**src/rtl/gan_pkg.sv**
```systemverilog
// Shared definitions for the GAN host sequencer.
//   Q8.24 constants used when interpreting core scores.
//   PIX_COUNT: pixels per generator result (3x3 image).
//   seq_state_e: sequencer state encoding.
package gan_pkg;

  localparam logic [31:0] Q_ONE  = 32'h0100_0000;
  localparam logic [31:0] Q_ZERO = 32'h0000_0000;
  localparam logic [31:0] Q_HALF = 32'h0080_0000;

  localparam int unsigned PIX_COUNT = 9;

  typedef enum logic [1:0] {
    StIdle,
    StWait,
    StStream,
    StResult
  } seq_state_e;

endpackage

```
**src/rtl/pixel_stream_buf.sv**
```systemverilog
// Nine-entry pixel buffer with a valid/ready output stream.
//   i_load     : capture all pixels from i_pix_bus (pixel 0 in the LSBs).
//   i_start    : begin streaming from index 0.
//   i_ready    : consumer ready.
//   o_valid    : stream active.
//   o_data     : buffer[o_idx] while active, 0 otherwise.
//   o_idx      : current pixel index 0..PIX_COUNT-1.
//   o_last     : current pixel is the final one.
//   o_done     : handshake of the final pixel this cycle.
module pixel_stream_buf
  import gan_pkg::*;
#(
  parameter int unsigned WIDTH = 32
) (
  input  logic                       i_clk,
  input  logic                       i_rst,
  input  logic                       i_load,
  input  logic                       i_start,
  input  logic [PIX_COUNT*WIDTH-1:0] i_pix_bus,
  input  logic                       i_ready,
  output logic                       o_valid,
  output logic [WIDTH-1:0]           o_data,
  output logic [3:0]                 o_idx,
  output logic                       o_last,
  output logic                       o_done
);

  localparam logic [3:0] LastIdx = 4'(PIX_COUNT - 1);

  logic [WIDTH-1:0] r_buf [PIX_COUNT];
  logic             r_active;
  logic [3:0]       r_idx;
  logic             w_fire;
  logic             w_at_last;

  assign w_fire    = r_active && i_ready;
  assign w_at_last = (r_idx == LastIdx);

  assign o_valid = r_active;
  assign o_data  = r_active ? r_buf[r_idx] : '0;
  assign o_idx   = r_idx;
  assign o_last  = r_active && w_at_last;
  assign o_done  = w_fire && w_at_last;

  always_ff @(posedge i_clk) begin
    if (i_rst) begin
      r_active <= 1'b0;
      r_idx    <= '0;
      for (int k = 0; k < PIX_COUNT; k++) begin
        r_buf[k] <= '0;
      end
    end else begin
      if (i_load) begin
        for (int k = 0; k < PIX_COUNT; k++) begin
          r_buf[k] <= i_pix_bus[k*WIDTH +: WIDTH];
        end
      end
      if (i_start) begin
        r_active <= 1'b1;
        r_idx    <= '0;
      end else if (w_fire) begin
        if (w_at_last) begin
          r_active <= 1'b0;
          r_idx    <= '0;
        end else begin
          r_idx <= r_idx + 4'd1;
        end
      end
    end
  end

endmodule

```
**src/rtl/gan_host_seq.sv**
```systemverilog
// Host-side sequencer for the GAN core.
//   Request side : i_req_valid/o_req_ready handshake with mode and two Q8.24 operands.
//   Core side    : o_choice/o_in_1/o_in_2 driven to the core; i_gen_finish/i_disc_finish,
//                  i_out_discriminator and i_pix_bus returned from it.
//   Results      : generator pixels as a valid/ready stream (o_pix_*), discriminator
//                  score as a one-cycle pulse (o_disc_*).
//   Status       : o_busy outside IDLE; o_timeout_err sticky until the next accept.
module gan_host_seq
  import gan_pkg::*;
#(
  parameter int unsigned WIDTH   = 32,
  parameter int unsigned TIMEOUT = 64
) (
  input  logic                       i_clk,
  input  logic                       i_rst,
  input  logic                       i_req_valid,
  output logic                       o_req_ready,
  input  logic                       i_req_mode,
  input  logic [WIDTH-1:0]           i_req_in_1,
  input  logic [WIDTH-1:0]           i_req_in_2,
  output logic                       o_choice,
  output logic [WIDTH-1:0]           o_in_1,
  output logic [WIDTH-1:0]           o_in_2,
  input  logic                       i_gen_finish,
  input  logic                       i_disc_finish,
  input  logic [WIDTH-1:0]           i_out_discriminator,
  input  logic [PIX_COUNT*WIDTH-1:0] i_pix_bus,
  output logic                       o_pix_valid,
  input  logic                       i_pix_ready,
  output logic [WIDTH-1:0]           o_pix_data,
  output logic [3:0]                 o_pix_idx,
  output logic                       o_pix_last,
  output logic                       o_disc_valid,
  output logic [WIDTH-1:0]           o_disc_data,
  output logic                       o_disc_real,
  output logic                       o_busy,
  output logic                       o_timeout_err
);

  localparam int unsigned CntW = (TIMEOUT > 2) ? $clog2(TIMEOUT) : 1;
  localparam logic [CntW-1:0] CntLast = CntW'(TIMEOUT - 1);
  localparam logic [WIDTH-1:0] QHalfW = WIDTH'(Q_HALF);

  seq_state_e       r_state, w_state_d;
  logic             r_choice;
  logic [WIDTH-1:0] r_in_1, r_in_2;
  logic [WIDTH-1:0] r_disc_data;
  logic             r_disc_real;
  logic             r_timeout_err;
  logic [CntW-1:0]  r_wait_cnt;

  logic w_accept, w_load, w_take_disc, w_timeout, w_pix_done;

  always_ff @(posedge i_clk) begin
    if (i_rst) r_state <= StIdle;
    else       r_state <= w_state_d;
  end

  always_comb begin
    w_state_d   = r_state;
    w_accept    = 1'b0;
    w_load      = 1'b0;
    w_take_disc = 1'b0;
    w_timeout   = 1'b0;
    unique case (r_state)
      StIdle: begin
        if (i_req_valid) begin
          w_accept  = 1'b1;
          w_state_d = StWait;
        end
      end
      StWait: begin
        // The matching finish is checked first so it beats an expiring counter.
        if (r_choice && i_gen_finish) begin
          w_load    = 1'b1;
          w_state_d = StStream;
        end else if (!r_choice && i_disc_finish) begin
          w_take_disc = 1'b1;
          w_state_d   = StResult;
        end else if (r_wait_cnt == CntLast) begin
          w_timeout = 1'b1;
          w_state_d = StIdle;
        end
      end
      StStream: begin
        if (w_pix_done) w_state_d = StIdle;
      end
      StResult: w_state_d = StIdle;
      default:  w_state_d = StIdle;
    endcase
  end

  always_ff @(posedge i_clk) begin
    if (i_rst) begin
      r_choice      <= 1'b0;
      r_in_1        <= '0;
      r_in_2        <= '0;
      r_disc_data   <= '0;
      r_disc_real   <= 1'b0;
      r_timeout_err <= 1'b0;
      r_wait_cnt    <= '0;
    end else begin
      if (w_accept) begin
        r_choice      <= i_req_mode;
        r_in_1        <= i_req_in_1;
        r_in_2        <= i_req_in_2;
        r_timeout_err <= 1'b0;
        r_wait_cnt    <= '0;
      end else if (r_state == StWait) begin
        r_wait_cnt <= r_wait_cnt + CntW'(1);
      end
      if (w_timeout) r_timeout_err <= 1'b1;
      if (w_take_disc) begin
        r_disc_data <= i_out_discriminator;
        r_disc_real <= ($signed(i_out_discriminator) >= $signed(QHalfW));
      end
      // Operands stay on the core bus after a run; only choice is dropped.
      if ((w_state_d == StIdle) && (r_state != StIdle)) r_choice <= 1'b0;
    end
  end

  pixel_stream_buf #(
    .WIDTH(WIDTH)
  ) u_pix_buf (
    .i_clk     (i_clk),
    .i_rst     (i_rst),
    .i_load    (w_load),
    .i_start   (w_load),
    .i_pix_bus (i_pix_bus),
    .i_ready   (i_pix_ready),
    .o_valid   (o_pix_valid),
    .o_data    (o_pix_data),
    .o_idx     (o_pix_idx),
    .o_last    (o_pix_last),
    .o_done    (w_pix_done)
  );

  assign o_req_ready   = (r_state == StIdle);
  assign o_busy        = (r_state != StIdle);
  assign o_choice      = r_choice;
  assign o_in_1        = r_in_1;
  assign o_in_2        = r_in_2;
  assign o_disc_valid  = (r_state == StResult);
  assign o_disc_data   = r_disc_data;
  assign o_disc_real   = r_disc_real;
  assign o_timeout_err = r_timeout_err;

endmodule

```
**config.mk**
```make
export PLATFORM = sky130hd
export DESIGN_NAME = gan_host_seq
export DESIGN_NICKNAME = d
export VERILOG_FILES = /design/src/rtl/gan_pkg.sv /design/src/rtl/pixel_stream_buf.sv /design/src/rtl/gan_host_seq.sv
export SDC_FILE = /design/constraint.sdc
export NUM_CORES = 1
export LEC_CHECK = 0
export CAP_MARGIN = 0
export CORE_MARGIN = 1
export CORE_UTILIZATION = 40
export CTS_BUF_LIST = sky130_fd_sc_hd__clkbuf_8
export DETAILED_ROUTE_END_ITERATION = 12
export PLACE_DENSITY = 0.75
export SKIP_CTS_REPAIR_TIMING = 1
export SLEW_MARGIN = 20
export SYNTH_ARGS = -nofsm -noshare
export SYNTH_HDL_FRONTEND = slang
export SYNTH_HIERARCHICAL = 1
export SYNTH_SLANG_ARGS = --single-unit
```
**constraint.sdc**
```tcl
create_clock -name i_clk -period 13.3 [get_ports i_clk]
set_input_delay 2.66 -clock i_clk [delete_from_list [all_inputs] [get_ports i_clk]]
set_output_delay 2.66 -clock i_clk [all_outputs]
set_load 0.02 [all_outputs]
```
# Word level (Yosys, flattened, before mapping)
# Memories as Yosys holds them, arrays and structs flattened. A register that Yosys moved wholly into a read port is not among the register bits.
# Cells that the tools add are included.
[classes] addsub=2 order_cmp=1 eq_ne=5 muxes=40 bitwise_logic=9 n_reduce_logical=17
[op_table] operator="$mux W32" n=10
[op_table] operator="$ge A32 B25 Y1 const B" n=1
[op_table] operator="$mux W1" n=21
[op_table] operator="$mux W4" n=3
[op_table] operator="$mux W2" n=5
[op_table] operator="$or A1 B1 Y1" n=9
[op_table] operator="$pmux W2 S4" n=1
[op_table] operator="$reduce_bool A2 Y1" n=4
[op_table] operator="$add A6 B1 Y6 const B" n=1
[op_table] operator="$eq A6 B6 Y1 const B" n=1
[op_table] operator="$logic_and A1 B1 Y1" n=6
[op_table] operator="$reduce_or A2 Y1" n=3
[op_table] operator="$add A4 B1 Y4 const B" n=1
[op_table] operator="$eq A2 B2 Y1 const B" n=2
[op_table] operator="$eq A4 B4 Y1 const B" n=1
[op_table] operator="$logic_not A2 Y1" n=2
[op_table] operator="$eq A2 B1 Y1 const B" n=1
[op_table] operator="$reduce_and A2 Y1" n=1
[op_table] operator="$logic_not A1 Y1" n=1
[totals] register_bits=112 ramBits=288 inputBits=391 output_inout_bits=140 n_memories=1
[memory_table] memory="u_pix_buf.r_buf" depth=9 word_bits=32 rd=1 rd_clocked_by_memory_dff=1 write_ports=9 line="pixel_stream_buf.sv:30" text="logic [WIDTH-1:0] r_buf [PIX_COUNT];"

# Longest topological paths before layout
# Gate-level depths: netlist of the first run.
[logic_depth] ltp_word=8 ltp_mapped=9

# Modules after synthesis
# Netlist of the first run, hierarchy kept.
[modules_own_cells] module="pixel_stream_buf" instances=1 cells_per_inst=973 area_per_inst_um2=13605.5 seq_area_each_um2=8828.5
[modules_own_cells] module="gan_host_seq" instances=1 cells_per_inst=488 area_per_inst_um2=3916.3 seq_area_each_um2=2142.1

# Least setup slack after synthesis of the first run
# No wires, ideal clock.
[synth_path] path_kind="input port to flip-flop" from="input i_gen_finish" to="memory u_pix_buf.r_buf[0][0] (enable)" setup_time_ns=0.531 arrival_ns=6.348 required_time_ns=12.769 slack_ns=6.421 stages=2 n_path_buf=0 path_cell_list="and3_1 or2_2"
[synth_lines] element="from (decl)" line="gan_host_seq.sv:24" text="input logic i_gen_finish,"
[synth_lines] element="to (decl)" line="pixel_stream_buf.sv:30"

==> results.tsv, run 1 <==
metric	value	unit
dominant cell type by area after synthesis	edfxtp_1	
Synth area leaders	edfxtp_1, dfxtp_1, and2_1	
post-route cell area	0.02446	mm²
post-synthesis simple-gate area fraction	16.72	%
Synth Area per Inst	11.99	µm²
Non-Filler Instances	2612	
Worst R2R End	u_pix_buf/r_buf[0][31]	
Core ar.	0.04317	mm²
FF-to-FF setup slack	9140	ps
Min Hold Slack	451.9	ps
Worst setup EP type	output pin	
CTS max path bufs	3	
main combinational cell family by area after synthesis	simple AND/OR/NAND/NOR gates	
GRT overflow	0	
Reg clk slew, reported paths	60	ps
vias in the first global route	13600	
Gate power share	10.7	%
Post-Syn Area	0.01752	mm²
root buf cell	clkbuf_8	
Placer Congestion	0.8133	
pin count of the biggest net entering global routing	125	
most frequent cells in the layout	clkdlybuf4s50_1, and2_1, edfxtp_1	
Area growth, synth to finish	39.60	%
clock latency on the worst-skew pair	600	ps
final hold violations	0	
Filler cells	3620	
count of nets after finishing	2362	
Final ANT Viol Nets	0	
Horiz. Die Dim	211.3	µm
Seq/Total Area, Yosys	62.61	%
initial DRC count	899	
H-Tree Depth	3	
GRT Util Overall	23.32	%
switching share of power	23.38	%
PwrDens	114.3	mW/mm²
P_leak	8.908	nW
Crit Path Category	flip-flop to output pin	
TritonCTS clock tree	yes	
Synth cell types	42	
Pwr Total	2.795	mW
instance area after placement	0.02310	mm²
internal power	2.142	mW
I/O Buffers	530	
ys flop type	edfxtp_1	
post-DP HPWL	36.15	mm
Max Fanout on Critical Path	50	
Yosys reg bits	404	
total number of vias	13160	
Post-Route WL	53.58	mm
xor and xnor area share after synthesis	0.1999	%
Final Setup Violations	0	
crit path launch type	flip-flop	
die outline height	211.3	µm
DR pass1 iterations	5	
Psw	653.4	µW
initial core utilization	40.59	%
mux contribution to synthesized area	8.919	%
DR DRC count	0	
part of the cycle the worst path needs	51.21	%
R2R cell count	6	
clock skew	26.22	ps
Period minus WS final	6810	ps
setup TNS	0	ps
Synth top area share	49.36	%
Yosys warnings	6	
Max-cap violations	0	
Synth Area in Adders	0.2142	%
CP endpoint	o_pix_data[31]	
number of clock sinks	404	
gate count of the mapped netlist	1461	
share of post-route cells with drive strength above 1	12.48	%
initial antenna violation count	17	
max frequency	146.8	MHz
Clock power frac	38.3	%
Flop pwr share	51.0	%
Reg-to-Reg Start	r_state[0]	
outcome	completed	
Max-Slew Margin vs Limit	29.95	%
Post-Place Cells	2481	
Synth Area in Compound Gates	7.783	%
first-pass GRT wire length	77.54	mm
most common cell after layout, fill and taps aside	clkdlybuf4s50_1	
row cnt	76	
Peak supply drop	0.00007593	V
RSZ-0062 raised after global routing	false	
Post-synth ARST share	0	%
Post-synth EDFFs	288	
vias per std cell	5.038	
Hold Path Class	flip-flop to flip-flop	
Syn Nets	1855	
fin. max-slew vios	0	
I/O pin count	531	
CTS Buf Count	69	
full die area	0.04465	mm²
Worst EP required	10640	ps
Wirelength per Cell	20.51	µm
WP data arrival	4150	ps
Slew @ Worst Pin	1051	ps
worst max-delay path, cell delays in order, from the launching register on:
cell and delay [ps]:
dfxtp_4 690, buf_4 710, buf_4 740, mux2_2 410
a22oi_1 240, a31oi_1 130, clkdlybuf4s50_1 550
metal layers:
layer / routed length, µm / vias up / GRT usage [%] / share of wire (%)
met1: 19500 / 6313 / 25.10 / 36
met3: 5575 / 127 / 9.123 / 10
met4: 2254 / 18 / 12.09 / 4.2
met5: 125 / - / 0 / 0.23
met2: 26120 / 571 / 39.58 / 49
li1: - / 6130 / - / -
final cells by class:
class                           count  area, µm²  area share [%]
Multi-Input combinational cell    944       5967           24.40
Clock buffer                       77       1060           4.333
Sequential cell                   404      10980           44.88
Clock inverter                     46      252.7           1.033
Inverter                            4      15.01         0.06138
Antenna cell                        7      17.52         0.07161
Timing Repair Buffer              545       5439           22.24
Tap cell                          585      732.0           2.992
state kept, by name, indices dropped and copies added, names as in the netlist, named ones only:
name,cells
u_pix_buf/r_buf,288
o_disc_data,32
o_in_1,32
o_in_2,32
r_wait_cnt,6
u_pix_buf/o_idx,4
r_state,2
o_choice,1
o_disc_real,1
o_timeout_err,1
u_pix_buf/o_valid,1
worst min path at each step:
stage,startpoint,endpoint,depth (start not counted)
2_1_floorplan,r_wait_cnt[2],r_wait_cnt[2],2
3_3_place_gp,o_disc_real,o_disc_real,2
3_5_place_dp,o_in_1[25],o_in_1[25],2
4_1_cts,o_in_2[6],o_in_2[6],2
5_1_grt,o_in_1[27],o_in_1[27],2
6_report,o_in_1[2],o_in_1[2],2
Yosys cell counts, types with 2 or more instances:
| library cell | count |
|---|---|
| and2_1 | 293 |
| ha_1 | 3 |
| nand3_1 | 3 |
| inv_1 | 4 |
| mux2i_1 | 2 |
| mux2_2 | 105 |
| nor4_1 | 2 |
| xor2_1 | 3 |
| nor3_1 | 4 |
| nor3b_1 | 2 |
| buf_6 | 18 |
| o21ai_0 | 34 |
| nor2b_1 | 5 |
| a22oi_1 | 34 |
| and3_1 | 2 |
| mux2_4 | 24 |
| a21oi_1 | 136 |
| buf_2 | 23 |
| nand2_1 | 234 |
| clkbuf_1 | 58 |
| buf_4 | 9 |
| edfxtp_1 | 288 |
| a31oi_1 | 32 |
| dfxtp_1 | 116 |
| nor2_1 | 10 |
power groups by stage:
stage	logic, mW	registers (mW)	clock network (mW)
final	0.300	1.42	1.07
after global placement	0.297	1.45	0
after CTS	0.302	1.42	1.11
after floorplan	0.0989	1.47	0
after global routing	0.320	1.43	1.15
after detailed placement	0.300	1.45	0
per-stage QoR:
| step | utilization (%) | setup WS, ps |
|---|---|---|
| 2_1_floorplan | - | 6421 |
| 3_3_place_gp | 53.50 | 6997 |
| 3_5_place_dp | 53.50 | 6854 |
| 4_1_cts | 56.54 | 6324 |
| 5_1_grt | 56.65 | 6276 |
| 6_report | 56.66 | 6490 |
cells by family after synthesis:
logic type,after synthesis
adder cells (fa/ha/maj),3
AND/OR/NAND/NOR,564
buffers and inverters,113
AO/OA/AOI/OAI,242
flip-flops,404
multiplexers,131
XOR/XNOR,4
No activity file was read; power rests on OpenSTA's default activity.
==> run 2, diff against run 1 <==
clock period = 6.75 ns   (was 13.3 ns; I/O delays follow)
==> results.tsv, run 2 (same netlist as run 1, synthesis figures left out) <==
metric	value	unit	change
Core ar.	0.04317	mm²	unchanged
die outline height	211.3	µm	unchanged
part of the cycle the worst path needs	70.56	%	
Final Setup Violations	0		unchanged
initial DRC count	933		was 899
outcome	completed		unchanged
TritonCTS clock tree	yes		unchanged
Wirelength per Cell	20.30	µm	was 20.51 µm
crit path launch type	flip-flop		unchanged
vias in the first global route	13530		was 13600
Reg-to-Reg Start	r_state[0]		unchanged
clock skew	26.34	ps	was 26.22 ps
Horiz. Die Dim	211.3	µm	unchanged
GRT overflow	0		unchanged
Max-cap violations	0		unchanged
DR DRC count	0		unchanged
share of post-route cells with drive strength above 1	12.36	%	was 12.48%
number of clock sinks	404		unchanged
number of flip-flops in the largest register	288		unchanged
Slew @ Worst Pin	1179	ps	was 1051 ps
Hold Path Class	flip-flop to flip-flop		unchanged
I/O pin count	531		unchanged
DR pass1 iterations	6		was 5
root buf cell	clkbuf_8		unchanged
most frequent cells in the layout	clkdlybuf4s50_1, and2_1, edfxtp_1		unchanged
most common cell after layout, fill and taps aside	clkdlybuf4s50_1		unchanged
Min Hold Slack	456.0	ps	was 451.9 ps
Crit Path Category	flip-flop to output pin		unchanged
instance area after placement	0.02313	mm²	was 0.02310 mm²
P_leak	8.940	nW	was 8.908 nW
setup TNS	0	ps	unchanged
Biggest register	u_pix_buf/r_buf		unchanged
fin. max-slew vios	0		unchanged
GRT Util Overall	23.25	%	was 23.32%
hold path cells	2		unchanged
R2R cell count	4		was 6
max frequency	210.0	MHz	
Placer Congestion	0.8364		was 0.8133
post-DP HPWL	36.42	mm	was 36.15 mm
Max-Slew Margin vs Limit	21.21	%	was 29.95%
Worst setup EP type	output pin		unchanged
Area growth, synth to finish	39.65	%	was 39.60%
pin count of the biggest net entering global routing	206		was 125
Worst EP required	5400	ps	was 10640 ps
vias per std cell	5.007		was 5.038
H-Tree Depth	3		unchanged
clock latency on the worst-skew pair	630	ps	was 600 ps
full die area	0.04465	mm²	unchanged
initial antenna violation count	17		unchanged
RSZ-0062 raised after global routing	false		unchanged
Worst Hold End	o_disc_data[18]		was o_in_1[2]
Period minus WS final	4763	ps	
Max Fanout on Critical Path	32		was 50
Post-Route WL	53.06	mm	was 53.58 mm
CTS Buf Count	72		was 69
I/O Buffers	530		unchanged
Final ANT Viol Nets	0		unchanged
initial core utilization	40.59	%	unchanged
PwrDens	224.9	mW/mm²	was 114.3 mW/mm²
post-route cell area	0.02447	mm²	was 0.02446 mm²
final hold violations	0		unchanged
Filler cells	3611		was 3620
WP data arrival	3410	ps	was 4150 ps
CTS max path bufs	3		unchanged
FF-to-FF setup slack	3860	ps	was 9140 ps
Peak supply drop	0.0001571	V	was 0.00007593 V
total number of vias	13090		was 13160
Reg clk slew, reported paths	60	ps	about the same
Worst R2R End	u_pix_buf/r_buf[2][24]		was u_pix_buf/r_buf[0][31]
first-pass GRT wire length	77.39	mm	was 77.54 mm
row cnt	76		unchanged
Hold Path Origin	o_disc_data[18]		was o_in_1[2]
count of nets after finishing	2362		unchanged
[run 2: how the worst max path moves through the flow]
stage	slack, ps	endpoint	start	depth (start not counted)
2_1_floorplan	1180	u_pix_buf/r_buf[0][0]	i_gen_finish	2
3_3_place_gp	2680	o_pix_data[23]	flip-flop	5
3_5_place_dp	2630	o_pix_data[14]	flip-flop	4
4_1_cts	1930	o_pix_data[14]	flip-flop	4
5_1_grt	1820	o_pix_data[14]	flip-flop	4
6_report	1990	o_pix_data[15]	flip-flop	4
[run 2: cell type report]
cell class | instances | area (µm²) | share of cell area (%)
inverters | 4 | 15.01 | 0.06136
multi-input cells | 944 | 5967 | 24.39
diodes | 7 | 17.52 | 0.07159
repair buffers | 542 | 5443 | 22.24
clock inverters | 46 | 190.2 | 0.7772
well taps | 585 | 732.0 | 2.991
flip-flops and latches | 404 | 10980 | 44.86
clock buffers | 82 | 1129 | 4.612
[run 2: per-layer routing]
layer / vias to the layer above / part of all wire, % / GRT usage, %
met4: 20 / 3.2 / 9.670
met2: 559 / 50 / 39.84
met5: - / 0.28 / 0
met3: 107 / 11 / 9.999
met1: 6280 / 36 / 25.03
li1: 6123 / - / -
[run 2: critical path, stage by stage (launching register included)]
cell and delay [ps]:
dfxtp_1 470, nor2b_4 970, a22oi_1 430, a31oi_1 260
clkdlybuf4s50_1 660
[run 2: metrics by stage]
stage | cells | power, mW | setup WS (ps) | utilization (%)
after global routing | 2611 | 5.709 | 1817 | 56.66
after global placement | 2479 | 3.437 | 2679 | 53.58
final | 2614 | 5.503 | 1987 | 56.68
after CTS | 2607 | 5.567 | 1930 | 56.64
after floorplan | 1461 | 3.095 | 1181 | -
after detailed placement | 2479 | 3.448 | 2631 | 53.58
[run 2: report_power, final]
part           switching (mW)  internal, mW  total (mW)
combinational           0.253         0.335       0.588
clock                    1.00          1.11        2.11
sequential             0.0467          2.76        2.81
total                    1.30          4.20        5.50
